**config.mk**
```make
export PLATFORM = sky130hd
export DESIGN_NAME = axi4lite_slave_regs
export DESIGN_NICKNAME = d
export VERILOG_FILES = /design/src/rtl/axi4lite_pkg.sv /design/src/rtl/axi4lite_strb_merge.sv /design/src/rtl/axi4lite_slave_regs.sv
export SDC_FILE = /design/constraint.sdc
export NUM_CORES = 1
export LEC_CHECK = 0
export ABC_AREA = 0
export BUFFER_PORTS_ARGS = -buffer_cell sky130_fd_sc_hd__buf_2
export CAP_MARGIN = 30
export CORE_MARGIN = 1
export CORE_UTILIZATION = 51
export CTS_CLUSTER_SIZE = 25
export DETAILED_ROUTE_END_ITERATION = 6
export GPL_TIMING_DRIVEN = 0
export PLACE_DENSITY = 0.86
export SKIP_CTS_REPAIR_TIMING = 1
export SLEW_MARGIN = 5
export SYNTH_ARGS = -nofsm -noshare
export SYNTH_HDL_FRONTEND = slang
export SYNTH_SLANG_ARGS = --single-unit
```
**constraint.sdc**
```tcl
create_clock -name s_axi_aclk -period 2.3 [get_ports s_axi_aclk]
set_input_delay 0.345 -clock s_axi_aclk [delete_from_list [all_inputs] [get_ports s_axi_aclk]]
set_output_delay 0.345 -clock s_axi_aclk [all_outputs]
set_load 0.02 [all_outputs]
```
**src/rtl/axi4lite_pkg.sv**
```systemverilog
// Shared AXI4-Lite definitions: response codes and FSM state encodings for
// the responder register file and the matching initiator.
package axi4lite_pkg;

  localparam logic [1:0] RESP_OKAY   = 2'b00;
  localparam logic [1:0] RESP_SLVERR = 2'b10;

  typedef enum logic {
    W_COLLECT = 1'b0,
    W_RESP    = 1'b1
  } wr_state_e;

  typedef enum logic {
    R_IDLE = 1'b0,
    R_DATA = 1'b1
  } rd_state_e;

  typedef enum logic [1:0] {
    M_IDLE = 2'b00,
    M_REQ  = 2'b01,
    M_RESP = 2'b10
  } init_state_e;

endpackage

```
**src/rtl/axi4lite_strb_merge.sv**
```systemverilog
// Byte-lane merge: each byte takes the new value when its strobe is set and
// keeps the old value otherwise.
module axi4lite_strb_merge #(
  parameter int DATA_WIDTH = 8,
  localparam int SW = DATA_WIDTH / 8
) (
  input  logic [DATA_WIDTH-1:0] old_data,
  input  logic [DATA_WIDTH-1:0] new_data,
  input  logic [SW-1:0]         strb,
  output logic [DATA_WIDTH-1:0] merged
);

  // per-lane select between old and new byte
  always_comb begin
    merged = old_data;
    for (int k = 0; k < SW; k++) begin
      if (strb[k]) begin
        merged[8*k +: 8] = new_data[8*k +: 8];
      end else begin
        merged[8*k +: 8] = old_data[8*k +: 8];
      end
    end
  end

endmodule

```
**src/rtl/axi4lite_slave_regs.sv**
```systemverilog
// AXI4-Lite responder register file: NREG-1 read/write registers driving the
// fabric plus one read-only status register at the highest address.
module axi4lite_slave_regs
  import axi4lite_pkg::*;
#(
  parameter int C_S_AXI_ADDR_WIDTH = 2,
  parameter int C_S_AXI_DATA_WIDTH = 8,
  localparam int NREG = 32'd1 << C_S_AXI_ADDR_WIDTH,
  localparam int AW   = C_S_AXI_ADDR_WIDTH,
  localparam int DW   = C_S_AXI_DATA_WIDTH,
  localparam int SW   = C_S_AXI_DATA_WIDTH / 8
) (
  input  logic                   s_axi_aclk,
  input  logic                   s_axi_aresetn,
  input  logic [AW-1:0]          s_axi_awaddr,
  input  logic                   s_axi_awvalid,
  output logic                   s_axi_awready,
  input  logic [DW-1:0]          s_axi_wdata,
  input  logic [SW-1:0]          s_axi_wstrb,
  input  logic                   s_axi_wvalid,
  output logic                   s_axi_wready,
  output logic [1:0]             s_axi_bresp,
  output logic                   s_axi_bvalid,
  input  logic                   s_axi_bready,
  input  logic [AW-1:0]          s_axi_araddr,
  input  logic                   s_axi_arvalid,
  output logic                   s_axi_arready,
  output logic [DW-1:0]          s_axi_rdata,
  output logic [1:0]             s_axi_rresp,
  output logic                   s_axi_rvalid,
  input  logic                   s_axi_rready,
  output logic [(NREG-1)*DW-1:0] regs_out,
  output logic [NREG-2:0]        wr_pulse,
  input  logic [DW-1:0]          status_in
);

  localparam logic [AW-1:0] LAST_ADDR = AW'(NREG - 1);

  wr_state_e       w_state_r, w_state_n;
  rd_state_e       r_state_r, r_state_n;
  logic            aw_held_r, aw_held_n, w_held_r, w_held_n;
  logic [AW-1:0]   aw_addr_r, aw_addr_n;
  logic [DW-1:0]   w_data_r, w_data_n;
  logic [SW-1:0]   w_strb_r, w_strb_n;
  logic            awready_r, wready_r, arready_r;
  logic            bvalid_r, bvalid_n;
  logic [1:0]      bresp_r, bresp_n;
  logic            rvalid_r, rvalid_n;
  logic [DW-1:0]   rdata_r, rdata_n, rd_mux_s;
  logic            aw_hs_s, w_hs_s, ar_hs_s, commit_s;
  logic [DW-1:0]   regs_r   [NREG-1];
  logic [DW-1:0]   merged_s [NREG-1];
  logic [NREG-2:0] wr_pulse_r;

  // readies are registered, so handshakes never depend combinationally on valid
  assign aw_hs_s = s_axi_awvalid && awready_r;
  assign w_hs_s  = s_axi_wvalid  && wready_r;
  assign ar_hs_s = s_axi_arvalid && arready_r;

  for (genvar g = 0; g < NREG - 1; g++) begin : g_reg
    axi4lite_strb_merge #(.DATA_WIDTH(DW)) u_merge (
      .old_data (regs_r[g]),
      .new_data (w_data_n),
      .strb     (w_strb_n),
      .merged   (merged_s[g])
    );
    assign regs_out[g*DW +: DW] = regs_r[g];
  end

  // write FSM next state: collect AW/W in any order, commit when both present
  always_comb begin
    w_state_n = w_state_r;
    aw_held_n = aw_held_r;
    w_held_n  = w_held_r;
    aw_addr_n = aw_addr_r;
    w_data_n  = w_data_r;
    w_strb_n  = w_strb_r;
    bvalid_n  = bvalid_r;
    bresp_n   = bresp_r;
    commit_s  = 1'b0;
    case (w_state_r)
      W_COLLECT: begin
        if (aw_hs_s) begin
          aw_held_n = 1'b1;
          aw_addr_n = s_axi_awaddr;
        end else begin
          aw_held_n = aw_held_r;
        end
        if (w_hs_s) begin
          w_held_n = 1'b1;
          w_data_n = s_axi_wdata;
          w_strb_n = s_axi_wstrb;
        end else begin
          w_held_n = w_held_r;
        end
        if (aw_held_n && w_held_n) begin
          commit_s  = 1'b1;
          w_state_n = W_RESP;
          bvalid_n  = 1'b1;
          bresp_n   = (aw_addr_n == LAST_ADDR) ? RESP_SLVERR : RESP_OKAY;
        end else begin
          commit_s = 1'b0;
        end
      end
      W_RESP: begin
        if (s_axi_bready) begin
          bvalid_n  = 1'b0;
          aw_held_n = 1'b0;
          w_held_n  = 1'b0;
          w_state_n = W_COLLECT;
        end else begin
          w_state_n = W_RESP;
        end
      end
      default: begin
        w_state_n = W_COLLECT;
        aw_held_n = 1'b0;
        w_held_n  = 1'b0;
        bvalid_n  = 1'b0;
      end
    endcase
  end

  // read source: status input for the top address, register file otherwise
  always_comb begin
    if (s_axi_araddr == LAST_ADDR) begin
      rd_mux_s = status_in;
    end else begin
      rd_mux_s = regs_r[s_axi_araddr];
    end
  end

  // read FSM next state
  always_comb begin
    r_state_n = r_state_r;
    rvalid_n  = rvalid_r;
    rdata_n   = rdata_r;
    case (r_state_r)
      R_IDLE: begin
        if (ar_hs_s) begin
          r_state_n = R_DATA;
          rvalid_n  = 1'b1;
          rdata_n   = rd_mux_s;
        end else begin
          r_state_n = R_IDLE;
        end
      end
      R_DATA: begin
        if (s_axi_rready) begin
          r_state_n = R_IDLE;
          rvalid_n  = 1'b0;
        end else begin
          r_state_n = R_DATA;
        end
      end
      default: begin
        r_state_n = R_IDLE;
        rvalid_n  = 1'b0;
      end
    endcase
  end

  // state, capture and response registers
  always_ff @(posedge s_axi_aclk) begin
    if (!s_axi_aresetn) begin
      w_state_r <= W_COLLECT;
      r_state_r <= R_IDLE;
      aw_held_r <= 1'b0;
      w_held_r  <= 1'b0;
      aw_addr_r <= {AW{1'b0}};
      w_data_r  <= {DW{1'b0}};
      w_strb_r  <= {SW{1'b0}};
      awready_r <= 1'b0;
      wready_r  <= 1'b0;
      arready_r <= 1'b0;
      bvalid_r  <= 1'b0;
      bresp_r   <= RESP_OKAY;
      rvalid_r  <= 1'b0;
      rdata_r   <= {DW{1'b0}};
    end else begin
      w_state_r <= w_state_n;
      r_state_r <= r_state_n;
      aw_held_r <= aw_held_n;
      w_held_r  <= w_held_n;
      aw_addr_r <= aw_addr_n;
      w_data_r  <= w_data_n;
      w_strb_r  <= w_strb_n;
      awready_r <= (w_state_n == W_COLLECT) && !aw_held_n;
      wready_r  <= (w_state_n == W_COLLECT) && !w_held_n;
      arready_r <= (r_state_n == R_IDLE);
      bvalid_r  <= bvalid_n;
      bresp_r   <= bresp_n;
      rvalid_r  <= rvalid_n;
      rdata_r   <= rdata_n;
    end
  end

  // register file update and one-cycle write strobes
  always_ff @(posedge s_axi_aclk) begin
    for (int i = 0; i < NREG - 1; i++) begin
      if (!s_axi_aresetn) begin
        regs_r[i]     <= {DW{1'b0}};
        wr_pulse_r[i] <= 1'b0;
      end else begin
        wr_pulse_r[i] <= commit_s && (aw_addr_n == AW'(i));
        if (commit_s && (aw_addr_n == AW'(i))) begin
          regs_r[i] <= merged_s[i];
        end else begin
          regs_r[i] <= regs_r[i];
        end
      end
    end
  end

  assign s_axi_awready = awready_r;
  assign s_axi_wready  = wready_r;
  assign s_axi_arready = arready_r;
  assign s_axi_bvalid  = bvalid_r;
  assign s_axi_bresp   = bresp_r;
  assign s_axi_rvalid  = rvalid_r;
  assign s_axi_rdata   = rdata_r;
  assign s_axi_rresp   = RESP_OKAY;
  assign wr_pulse      = wr_pulse_r;

endmodule

```
==> out/qor.yml <==
floorplanning:
  die_w_um: 70.1
  pin_count: 72
  core_um2: 4410
  die-area_um2: 4910
  placementRows: 24
  start_util: 0.536
  die_h_um: 70.1
flow_run:
  drv_cap: 0
route:
  post_drt_via_cell_ratio: 5.09
  ant_nets: 0
  routed_wl_um: 4420
  drt_iter0_drc: 80
  wl_per_cell_um: 13.4
  routed-via-count: 1685
  drc: 0
  firstDrtPassIters: 4
pwr:
  design_power_total_w: 0.00211
  power.density_nw_per_um2: 729
  peakVddDrop_uv: 399
  p_leak_nw: 1.43
hold_path:
  min_to: "s_axi_rvalid"
  worstHoldPathCells: 3
  worstHoldStart: "s_axi_rready"
  hold_class: "input port to register"
timing:
  finalSetupTns_ps: 0
  worst_slew_pin_slew_ps: 606
  hold_viol: 0
  rsz0062_at_grt: "false"
  setup_violations: 0
  post-route-min-period_ps: 2160
  fmax_mhz: 462
  period_share: 0.941
  fin_skew_ps: 6.65
  slew-limit-headroom: 0.594
  finalMaxSlewViolations: 0
worst_setup_path:
  crit_type: "register to register"
  cp_max_fo: 9
  cp-start-kind: "register"
  worstPathRequired_ps: 2320
  reg2reg_depth: 5
  regToRegStartpoint: "s_axi_wready"
  critPathCaptureType: "register"
  worstPathArrival_ps: 2180
  reg2reg_to: "regs_r[1][3]"
  r2r_slack_ps: 140
final_layout:
  drive_gt1_frac: 0.351
  syn_to_final_growth_pct: 22.3
  final_core_util: 0.655
  antennaDiodeCount: 0
  layout_common_cells: "buf_2, dfxtp_1, nor2_1, edfxtp_1, nand2_1"
  final_nets: 306
  final_cells: 331
  final_common_cell: "buf_2"
global_routing:
  first_global_vias: 1515
  antenna_found_initial: 0
  grt_max_degree: 17
  overflow: 0
  grt_pass1_wl_um: 7160
  track_usage: 0.189
placement:
  port_buffers: 66
  gp_congestion: 0.767
  dpl.hpwl_um: 3490
  dp.cells: 323
clocking:
  cts_buffer_depth: 2
  clock-sinks: 56
  numCtsBuffers: 5
  cts_tree: "yes"
  cts-root-buf: "clkbuf_8"
  path_clk_slew_ps: 90
  htreeDepth: 2
  worstSkewPairLatency_ps: 300
logic_synthesis:
  seq_area_frac_synth: 0.576
  ys_warn_count: 0
  ys_async_sr_fraction: 0
  synth_area_per_cell_um2: 11.7
  ys_ff_latch: 56
  synth_edf_count: 24
  yosysUniqueCellTypes: 33
  synth_cells: 202
  syn_area_um2: 2360
  synth_flop_cell: "dfxtp_1"
status:
  status: "finished clean"
-- worst max path at each step --
stage,start,end,depth (start not counted)
floorplan,s_axi_awready,regs_r[1][0],4
global placement,s_axi_awvalid,regs_r[1][3],5
detailed placement,s_axi_awvalid,regs_r[1][3],6
CTS,w_state_r,regs_r[2][5],5
global route,s_axi_wready,regs_r[1][3],5
finish,s_axi_wready,regs_r[1][3],5
-- routing by layer --
metal | GRT usage | part of all wire | vias up
li1 | - | - | 830
met1 | 0.249 | 0.44 | 787
met2 | 0.314 | 0.50 | 61
met3 | 0.0447 | 0.051 | 7
met4 | 0.0533 | 0.012 | 0
met5 | 0 | 0 | -
-- stage by stage --
stage               hold WS [ps]  setup WS, ps  cell area [um2]
floorplan                    501           119             2370
global placement             449          -229             2770
detailed placement           456          49.7             2780
CTS                          328          85.2             2880
global route                 329          27.1             2890
finish                       328           136             2890
-- Yosys cell counts, types with 2 or more instances --
| library cell | number | share of area |
|---|---|---|
| nand3b_4 | 2 | 0.017 |
| o211a_1 | 3 | 0.013 |
| dfxtp_1 | 32 | 0.27 |
| inv_1 | 18 | 0.029 |
| buf_2 | 2 | 0.0042 |
| buf_4 | 3 | 0.0095 |
| mux4_2 | 8 | 0.076 |
| and2_1 | 2 | 0.0053 |
| nor2_1 | 24 | 0.038 |
| o21ai_0 | 3 | 0.0063 |
| a21oi_1 | 3 | 0.0063 |
| nand2_1 | 21 | 0.033 |
| nor2b_1 | 7 | 0.019 |
| nand3_1 | 3 | 0.0063 |
| clkbuf_1 | 3 | 0.0048 |
| mux2i_2 | 2 | 0.012 |
| nand2b_1 | 9 | 0.024 |
| edfxtp_1 | 24 | 0.30 |
| mux2i_1 | 9 | 0.038 |
| a21boi_0 | 8 | 0.025 |
| buf_6 | 2 | 0.0095 |
| o21a_1 | 3 | 0.0095 |
-- worst max-delay path: stages (launching register included) --
cell and delay [ps]:
dfxtp_1 370, a21oi_1 100, nor2_1 350, nand3_2 280
o21ai_0 520, buf_4 250
-- kinds of logic after synthesis --
logic type             count (synthesis)  synth area share
other                                  1           0.00159
buffers and inverters                 29            0.0582
AND/OR/NAND/NOR                       74             0.161
AO/OA/AOI/OAI                         22            0.0709
multiplexers                          20             0.132
flip-flops                            56             0.576
-- area by class of cell --
cell class | count | area (um2)
flip-flops and latches | 56 | 1360
clock buffers | 5 | 68.8
inverters | 18 | 67.6
multi-input cells | 119 | 885
clock inverters | 3 | 37.5
fillers | 339 | 1520
well taps | 52 | 65.1
repair buffers | 67 | 338
plain buffers | 11 | 70.1
-- state kept, by name (all words and copies together) (netlist names), 2 cells and up --
name         flops
aw_addr_r        2
regs_r          24
s_axi_rdata      8
w_data_r         8
wr_pulse         3
-- power breakdown --
| part | internal, W | switching [W] |
|---|---|---|
| Combinational | 0.000152 | 0.000208 |
| Sequential | 0.00110 | 0.0000362 |
| Clock | 0.000317 | 0.000294 |
Power figures use the tool's default switching activity.
